[config.mk]
export PLATFORM = sky130hd
export DESIGN_NAME = vmask_seq_unit_flat
export DESIGN_NICKNAME = d
export VERILOG_FILES = /design/src/rtl/vmask_seq_pkg.sv /design/src/rtl/vmask_seq_unit_if.sv /design/src/rtl/vmask_seq_unit_lane_gen.sv /design/src/rtl/vmask_seq_unit.sv /design/src/flat_wrapper.sv
export SDC_FILE = /design/constraint.sdc
export NUM_CORES = 1
export LEC_CHECK = 0
export ABC_AREA = 1
export CELL_PAD_IN_SITES_DETAIL_PLACEMENT = 1
export CELL_PAD_IN_SITES_GLOBAL_PLACEMENT = 2
export CORE_MARGIN = 2
export CORE_UTILIZATION = 34
export CTS_BUF_LIST = sky130_fd_sc_hd__clkbuf_4 sky130_fd_sc_hd__clkbuf_8 sky130_fd_sc_hd__clkbuf_16
export DETAILED_ROUTE_END_ITERATION = 8
export DONT_BUFFER_PORTS = 1
export GPL_TIMING_DRIVEN = 1
export PLACE_DENSITY_LB_ADDON = 0.1
export SYNTH_ARGS = -nofsm -noshare
export SYNTH_HDL_FRONTEND = slang
export SYNTH_HIERARCHICAL = 1
export SYNTH_SLANG_ARGS = --single-unit
[constraint.sdc]
create_clock -name CLK -period 3.1 [get_ports CLK]
set_clock_uncertainty 0.1 [all_clocks]
set_input_delay 0.155 -clock CLK [delete_from_list [all_inputs] [get_ports CLK]]
set_output_delay 0.155 -clock CLK [all_outputs]
set_load 0.05 [all_outputs]
[src/rtl/vmask_seq_pkg.sv]
// Shared types and default geometry for the sequential vector lane-mask unit.
// Imported by the interface, the lane generator, the top and the bench.
package vmask_seq_pkg;

    localparam int unsigned VLEN_DEF      = 128;
    localparam int unsigned NUM_LANES_DEF = 4;
    localparam int unsigned ELEM_W_DEF    = $clog2(VLEN_DEF) + 1;

    typedef enum logic [1:0] {
        IDLE  = 2'd0,
        ISSUE = 2'd1,
        DONE  = 2'd2
    } vmask_state_t;

    // Command fields at the default geometry.
    typedef struct packed {
        logic [VLEN_DEF-1:0]   v0;
        logic                  mask_enable;
        logic [ELEM_W_DEF-1:0] vstart;
        logic [ELEM_W_DEF-1:0] vl;
    } vmask_cmd_t;

    // Keeps derived index widths at least one bit when VLEN == NUM_LANES.
    function automatic int unsigned clog2_min1(input int unsigned n);
        return (n > 1) ? $clog2(n) : 1;
    endfunction

endpackage

[src/rtl/vmask_seq_unit_if.sv]
// Command and micro-op stream bundle between issue logic and vmask_seq_unit.
// active_cnt exists only when VMASK_SEQ_POPCOUNT_EN is defined.
interface vmask_seq_unit_if
    import vmask_seq_pkg::*;
#(
    parameter int unsigned VLEN      = VLEN_DEF,
    parameter int unsigned NUM_LANES = NUM_LANES_DEF
);
    localparam int unsigned ELEM_W = $clog2(VLEN) + 1;
    localparam int unsigned UOP_W  = clog2_min1(VLEN / NUM_LANES);

    logic                 cmd_valid;
    logic                 cmd_ready;
    logic [VLEN-1:0]      v0;
    logic                 mask_enable;
    logic [ELEM_W-1:0]    vstart;
    logic [ELEM_W-1:0]    vl;
    logic                 flush;
    logic                 uop_valid;
    logic                 uop_ready;
    logic [UOP_W-1:0]     uop_num;
    logic [NUM_LANES-1:0] lane_en;
    logic                 uop_last;
    logic                 done;
`ifdef VMASK_SEQ_POPCOUNT_EN
    logic [ELEM_W-1:0]    active_cnt;
`endif

    // Issue side: offers commands, consumes micro-ops.
    modport master (
        output cmd_valid, v0, mask_enable, vstart, vl, flush, uop_ready,
        input  cmd_ready, uop_valid, uop_num, lane_en, uop_last, done
`ifdef VMASK_SEQ_POPCOUNT_EN
        , input active_cnt
`endif
    );

    // Sequencer side.
    modport slave (
        input  cmd_valid, v0, mask_enable, vstart, vl, flush, uop_ready,
        output cmd_ready, uop_valid, uop_num, lane_en, uop_last, done
`ifdef VMASK_SEQ_POPCOUNT_EN
        , output active_cnt
`endif
    );

endinterface

[src/rtl/vmask_seq_unit_lane_gen.sv]
// Combinational lane-enable and last-micro-op generation for one micro-op index
// against the captured mask snapshot and the [vstart, vl) bounds.
module vmask_lane_gen
    import vmask_seq_pkg::*;
#(
    parameter  int unsigned VLEN      = VLEN_DEF,
    parameter  int unsigned NUM_LANES = NUM_LANES_DEF,
    localparam int unsigned ELEM_W    = $clog2(VLEN) + 1,
    localparam int unsigned UOP_W     = clog2_min1(VLEN / NUM_LANES)
) (
    input  logic [UOP_W-1:0]     uop_num,
    input  logic [VLEN-1:0]      v0_snap,
    input  logic                 mask_enable,
    input  logic [ELEM_W-1:0]    vstart,
    input  logic [ELEM_W-1:0]    vl,
    output logic [NUM_LANES-1:0] lane_en,
    output logic                 uop_last
);
    // One extra bit so element indices past vl never wrap into range.
    localparam int unsigned EW1     = ELEM_W + 1;
    localparam int unsigned LANE_SH = $clog2(NUM_LANES);
    localparam int unsigned IDX_W   = clog2_min1(VLEN);

    logic [EW1-1:0] base;
    logic [EW1-1:0] lo;
    logic [EW1-1:0] hi;
    logic [EW1-1:0] e;

    // NOTE: every variable gets a default before the loop so no latch is inferred.
    always_comb begin
        base     = EW1'(uop_num) << LANE_SH;
        lo       = EW1'(vstart);
        hi       = EW1'(vl);
        uop_last = (base + EW1'(NUM_LANES)) >= hi;
        lane_en  = '0;
        e        = '0;
        for (int i = 0; i < NUM_LANES; i++) begin
            e          = base + EW1'(i);
            // The v0 lookup only matters when e < vl <= VLEN, so the truncated index is safe.
            lane_en[i] = (e >= lo) && (e < hi) && (!mask_enable || v0_snap[e[IDX_W-1:0]]);
        end
    end

endmodule

[src/rtl/vmask_seq_unit.sv]
// Sequential lane-mask unit: accepts a command, then streams one lane-enable
// micro-op per handshake over [vstart, vl). Optional VMASK_SEQ_POPCOUNT_EN adds active_cnt.
module vmask_seq_unit
    import vmask_seq_pkg::*;
#(
    parameter int unsigned VLEN      = VLEN_DEF,
    parameter int unsigned NUM_LANES = NUM_LANES_DEF
) (
    input  logic             CLK,
    input  logic             nRST,
    vmask_seq_unit_if.slave  bus
);
    localparam int unsigned ELEM_W  = $clog2(VLEN) + 1;
    localparam int unsigned UOP_W   = clog2_min1(VLEN / NUM_LANES);
    localparam int unsigned LANE_SH = $clog2(NUM_LANES);

    // Follows the module parameters; the package struct is the default-geometry view.
    typedef struct packed {
        logic [VLEN-1:0]   v0;
        logic              mask_enable;
        logic [ELEM_W-1:0] vstart;
        logic [ELEM_W-1:0] vl;
    } cmd_t;

    vmask_state_t         state;
    vmask_state_t         state_nxt;
    logic                 rst_done;
    cmd_t                 snap;
    logic [UOP_W-1:0]     uop_num_q;
    logic [NUM_LANES-1:0] lane_en_raw;
    logic                 uop_last_raw;
    logic                 cmd_ready_o;
    logic                 uop_valid_o;
    logic                 done_o;
    logic                 accept;
    logic                 fire;

    assign accept = bus.cmd_valid && cmd_ready_o && !bus.flush;
    assign fire   = uop_valid_o && bus.uop_ready;

    always_ff @(posedge CLK) begin
        if (!nRST) state <= IDLE;
        else       state <= state_nxt;
    end

    always_comb begin
        state_nxt = state;
        if (bus.flush) begin
            state_nxt = IDLE;
        end else begin
            case (state)
                IDLE:    if (accept) state_nxt = (bus.vstart >= bus.vl) ? DONE : ISSUE;
                ISSUE:   if (fire && uop_last_raw) state_nxt = DONE;
                DONE:    state_nxt = IDLE;
                default: state_nxt = IDLE;
            endcase
        end
    end

    // cmd_ready also waits for rst_done so it stays low through reset.
    always_comb begin
        cmd_ready_o = 1'b0;
        uop_valid_o = 1'b0;
        done_o      = 1'b0;
        case (state)
            IDLE:    cmd_ready_o = rst_done;
            ISSUE:   uop_valid_o = 1'b1;
            DONE:    done_o      = 1'b1;
            default: ;
        endcase
    end

    // NOTE: the snapshot is a plain register, so it is cleared in reset with the rest of the state.
    always_ff @(posedge CLK) begin
        if (!nRST) begin
            rst_done  <= 1'b0;
            snap      <= '0;
            uop_num_q <= '0;
        end else begin
            rst_done <= 1'b1;
            if (accept) begin
                snap.v0          <= bus.v0;
                snap.mask_enable <= bus.mask_enable;
                snap.vstart      <= bus.vstart;
                snap.vl          <= bus.vl;
                uop_num_q        <= UOP_W'(bus.vstart >> LANE_SH);
            end else if (fire && !uop_last_raw) begin
                uop_num_q <= uop_num_q + UOP_W'(1);
            end
        end
    end

    vmask_lane_gen #(
        .VLEN      (VLEN),
        .NUM_LANES (NUM_LANES)
    ) u_lane_gen (
        .uop_num     (uop_num_q),
        .v0_snap     (snap.v0),
        .mask_enable (snap.mask_enable),
        .vstart      (snap.vstart),
        .vl          (snap.vl),
        .lane_en     (lane_en_raw),
        .uop_last    (uop_last_raw)
    );

    assign bus.cmd_ready = cmd_ready_o;
    assign bus.uop_valid = uop_valid_o;
    assign bus.done      = done_o;
    assign bus.uop_num   = uop_valid_o ? uop_num_q    : '0;
    assign bus.lane_en   = uop_valid_o ? lane_en_raw  : '0;
    assign bus.uop_last  = uop_valid_o && uop_last_raw;

`ifdef VMASK_SEQ_POPCOUNT_EN
    logic [ELEM_W-1:0] lane_pop;
    logic [ELEM_W-1:0] active_cnt_q;

    always_comb begin
        lane_pop = '0;
        for (int i = 0; i < NUM_LANES; i++) lane_pop = lane_pop + ELEM_W'(lane_en_raw[i]);
    end

    always_ff @(posedge CLK) begin
        if (!nRST)                  active_cnt_q <= '0;
        else if (bus.flush || accept) active_cnt_q <= '0;
        else if (fire)              active_cnt_q <= active_cnt_q + lane_pop;
    end

    assign bus.active_cnt = active_cnt_q;
`endif

    vl_in_range: assert property (@(posedge CLK) disable iff (!nRST)
        accept |-> (bus.vl <= ELEM_W'(VLEN)));

endmodule

[src/flat_wrapper.sv]
// flat-port wrapper written by rule: the top's interface ports become plain ports
module vmask_seq_unit_flat import vmask_seq_pkg::*;
#(
    parameter int unsigned VLEN      = VLEN_DEF,
    parameter int unsigned NUM_LANES = NUM_LANES_DEF
)
  (CLK, nRST, bus_cmd_valid, bus_v0, bus_mask_enable, bus_vstart, bus_vl, bus_flush, bus_uop_ready, bus_cmd_ready, bus_uop_valid, bus_uop_num, bus_lane_en, bus_uop_last, bus_done);
  vmask_seq_unit_if #(.VLEN(VLEN), .NUM_LANES(NUM_LANES)) bus_i ();
  input  logic CLK;
  input  logic nRST;
  input wire logic [$bits(bus_i.cmd_valid)-1:0] bus_cmd_valid;
  input wire logic [$bits(bus_i.v0)-1:0] bus_v0;
  input wire logic [$bits(bus_i.mask_enable)-1:0] bus_mask_enable;
  input wire logic [$bits(bus_i.vstart)-1:0] bus_vstart;
  input wire logic [$bits(bus_i.vl)-1:0] bus_vl;
  input wire logic [$bits(bus_i.flush)-1:0] bus_flush;
  input wire logic [$bits(bus_i.uop_ready)-1:0] bus_uop_ready;
  output wire logic [$bits(bus_i.cmd_ready)-1:0] bus_cmd_ready;
  output wire logic [$bits(bus_i.uop_valid)-1:0] bus_uop_valid;
  output wire logic [$bits(bus_i.uop_num)-1:0] bus_uop_num;
  output wire logic [$bits(bus_i.lane_en)-1:0] bus_lane_en;
  output wire logic [$bits(bus_i.uop_last)-1:0] bus_uop_last;
  output wire logic [$bits(bus_i.done)-1:0] bus_done;
  assign bus_i.cmd_valid = bus_cmd_valid;
  assign bus_i.v0 = bus_v0;
  assign bus_i.mask_enable = bus_mask_enable;
  assign bus_i.vstart = bus_vstart;
  assign bus_i.vl = bus_vl;
  assign bus_i.flush = bus_flush;
  assign bus_i.uop_ready = bus_uop_ready;
  assign bus_cmd_ready = bus_i.cmd_ready;
  assign bus_uop_valid = bus_i.uop_valid;
  assign bus_uop_num = bus_i.uop_num;
  assign bus_lane_en = bus_i.lane_en;
  assign bus_uop_last = bus_i.uop_last;
  assign bus_done = bus_i.done;
  vmask_seq_unit #(.VLEN(VLEN), .NUM_LANES(NUM_LANES)) u_core (.CLK(CLK), .nRST(nRST), .bus(bus_i));
endmodule
==> results.yml <==
floorplan:
  dieWidth_um: 155.9
  coreArea_sq_um: 22640
  start_util_pct: 34.63
  fp-row-count: 55
  die_y_um: 155.9
  die-area_sq_um: 24290
  ios: 163
routing:
  wirelength_um: 26530
  drt_iter0_drc: 293
  wire_per_inst_um: 16.18
  drtPass1Iterations: 5
  postRouteAntennaNets: 0
  vias: 7891
  vias_per_cell: 4.812
  route.detailed.drc: 0
cts:
  htree_num_levels: 4
  clock-root-buffer: "clkbuf_16"
  clock_sinks: 153
  cts_tree: "done"
  clkSlewWorstSetupHoldPaths_ns: 0.07
  clk_latency_ns: 0.42
  clockBufferDepth: 2
  cts_buffers: 17
critical_path:
  crit_path_max_fanout: 10
  end_kind: "register"
  crit_arrival_ns: 3.16
  path_class: "register to register"
  worstPathRequired_ns: 3.38
  start_kind: "register"
power_and_ir_drop:
  swShare_pct: 28.46
  peakVddDrop_uv: 325.9
  leakagePower_nw: 4.691
  clockPowerShare_pct: 43.4
  p_seq_share_pct: 41.9
  pwr-share-comb_pct: 14.7
  powerDensity_nw_per_um2: 494.0
  power_mw: 5.088
  netSwitchingPower_mw: 1.448
  internal_power_mw: 3.640
logic_synthesis:
  yosysSeqAreaShare_pct: 39.07
  synthesis.area_sq_um: 7840
  synth_edf_count: 0
  synth_fp_nets: 1388
  ys_types: 27
  ys.flop_type: "dfxtp_1"
  syn_avg_cell_area_sq_um: 6.479
  ys_async_sr_fraction_pct: 0
  syn_inst: 1210
  yosys_warnings: 6
  ys_seq_elements: 153
timing:
  finalSetupTns_ns: 0
  tightest_slew_ns: 0.8821
  maxSlewHeadroom_pct: 40.98
  final_hold_viol_count: 0
  fin_crit_sh_pct: 93.06
  fmax_ghz: 0.3467
  finalSetupViolations: 0
  hold_slack_ns: 0.04452
  fin_crit_ns: 2.885
  slew_viol_final: 0
status:
  status: "finished, final reports clean"
global_routing:
  grt_pass1_vias: 8192
  grt_pass1_wl_um: 42840
  grt_usage_pct: 22.27
  grt_max_degree: 149
  grt_overflow_total: 0
  antenna_found_initial: 0
layout:
  nNetsFinal: 1520
  drive_gt1_share_pct: 5.683
  antenna_cells: 0
  syn_to_final_growth_pct: 31.36
flow_run:
  drv_cap: 0
min_path:
  min_path_type: "input pin to register"
place:
  dp.final_hpwl_um: 16950
  gp_congestion: 0.7853
  portBuffers: 0
## state kept, by name, indices dropped and copies added, names as in the netlist
signal            flops
u_core/rst_done       1
u_core/state          2
u_core/uop_num_q      5
u_core/snap         145
## power by group through the flow
stage / sequential, mW / clock (mW) / combinational (mW)
after floorplan: 2.15 / 0 / 0.443
after global placement: 2.17 / 0 / 0.553
after detailed placement: 2.17 / 0 / 0.560
after CTS: 2.13 / 2.27 / 0.749
after global routing: 2.14 / 2.36 / 0.853
final: 2.13 / 2.21 / 0.749
## routing by layer
layer / global-route usage, % / share of wire, % / vias to the layer above / wire length, um
li1: - / - / 4091 / -
met1: 29.87 / 49 / 3649 / 12920
met2: 37.34 / 47 / 130 / 12520
met3: 3.528 / 2.8 / 21 / 739
met4: 5.854 / 1.3 / 0 / 354
met5: 0 / 0 / - / 0
## worst max-delay path, stage by stage (launching register included)
cell	delay (ns)
dfxtp_1	0.59
inv_1	0.26
xor2_1	0.23
ha_1	0.29
a21oi_1	0.06
o21bai_1	0.19
nand2_1	0.12
nand2_1	0.10
dlygate4sd3_1	0.55
nand4_1	0.07
a21oi_1	0.16
nand2_1	0.07
inv_1	0.04
## final timing paths
check | start | to | slack, ns | cells after the start
worst max-delay path | u_core/uop_num_q[4] | u_core/state[1] | 0.22 | 12
worst min-delay path | bus_cmd_valid | u_core/snap[6] | 0.04 | 3
worst max register to register | u_core/uop_num_q[4] | u_core/state[1] | 0.22 | 12
worst min register to register | u_core/snap[11] | u_core/snap[11] | 0.36 | 2
## synth_stat cells (3+ instances only)
library cell / number / share of area, %
nor2_1: 299 / 14
ha_1: 28 / 4.5
buf_6: 3 / 0.43
dfxtp_1: 153 / 39
clkinv_1: 3 / 0.14
a21oi_1: 38 / 2.4
buf_4: 19 / 1.8
buf_2: 27 / 1.7
inv_1: 113 / 5.4
nand4_1: 4 / 0.32
xor2_1: 3 / 0.34
clkbuf_1: 23 / 1.1
nand2_1: 231 / 11
o21ai_1: 101 / 6.4
o21ai_0: 53 / 3.4
nand3_1: 98 / 6.3
## cell type report
type | count | area (sq um)
inverter | 117 | 439.2
clock buffer | 18 | 439.2
tap | 285 | 356.6
multi-input combinational | 867 | 3948
sequential | 153 | 3069
clock inverter | 14 | 178.9
fill | 2852 | 12340
timing repair buffer | 186 | 1868
## cell usage in the layout (no fill, tap or decap), types with 28 or more instances in the layout
cell	Yosys	routed
a21oi_1	38	38
dfxtp_1	153	150
dlygate4sd3_1	0	151
ha_1	28	28
inv_1	113	113
nand2_1	231	231
nand3_1	98	98
nor2_1	299	298
o21ai_0	53	52
o21ai_1	101	102
## metrics by stage
stage	instance area, sq um	util, %	worst slack [ns]	std cells
after floorplan	7840	-	0.4221	1210
after global placement	8102	35.78	0.6093	1453
after detailed placement	8102	35.78	0.4850	1453
after CTS	10260	45.31	0.1261	1637
after global routing	10300	45.49	-0.002295	1640
final	10300	45.49	0.2153	1640
## cell families after synthesis
logic type,count (synthesis),share of synthesized area [%]
and+or+nand+nor,638,32.57
adders and majority gates,28,4.469
DFF,153,39.07
xor gates and xnor gates,3,0.3352
AOI/OAI and AO/OA,198,12.83
buffers and inverters,190,10.72
## repair_timing
| action | in CTS | in global routing |
|---|---|---|
| setup endpoints to repair | 0 | 4 |
| hold buffers | 152 | 0 |
| endpoints found under the hold margin | 153 | 0 |
| gates resized for setup | 0 | 7 |
| buffers inserted | 0 | 3 |
(Power assumes the default switching activity.)
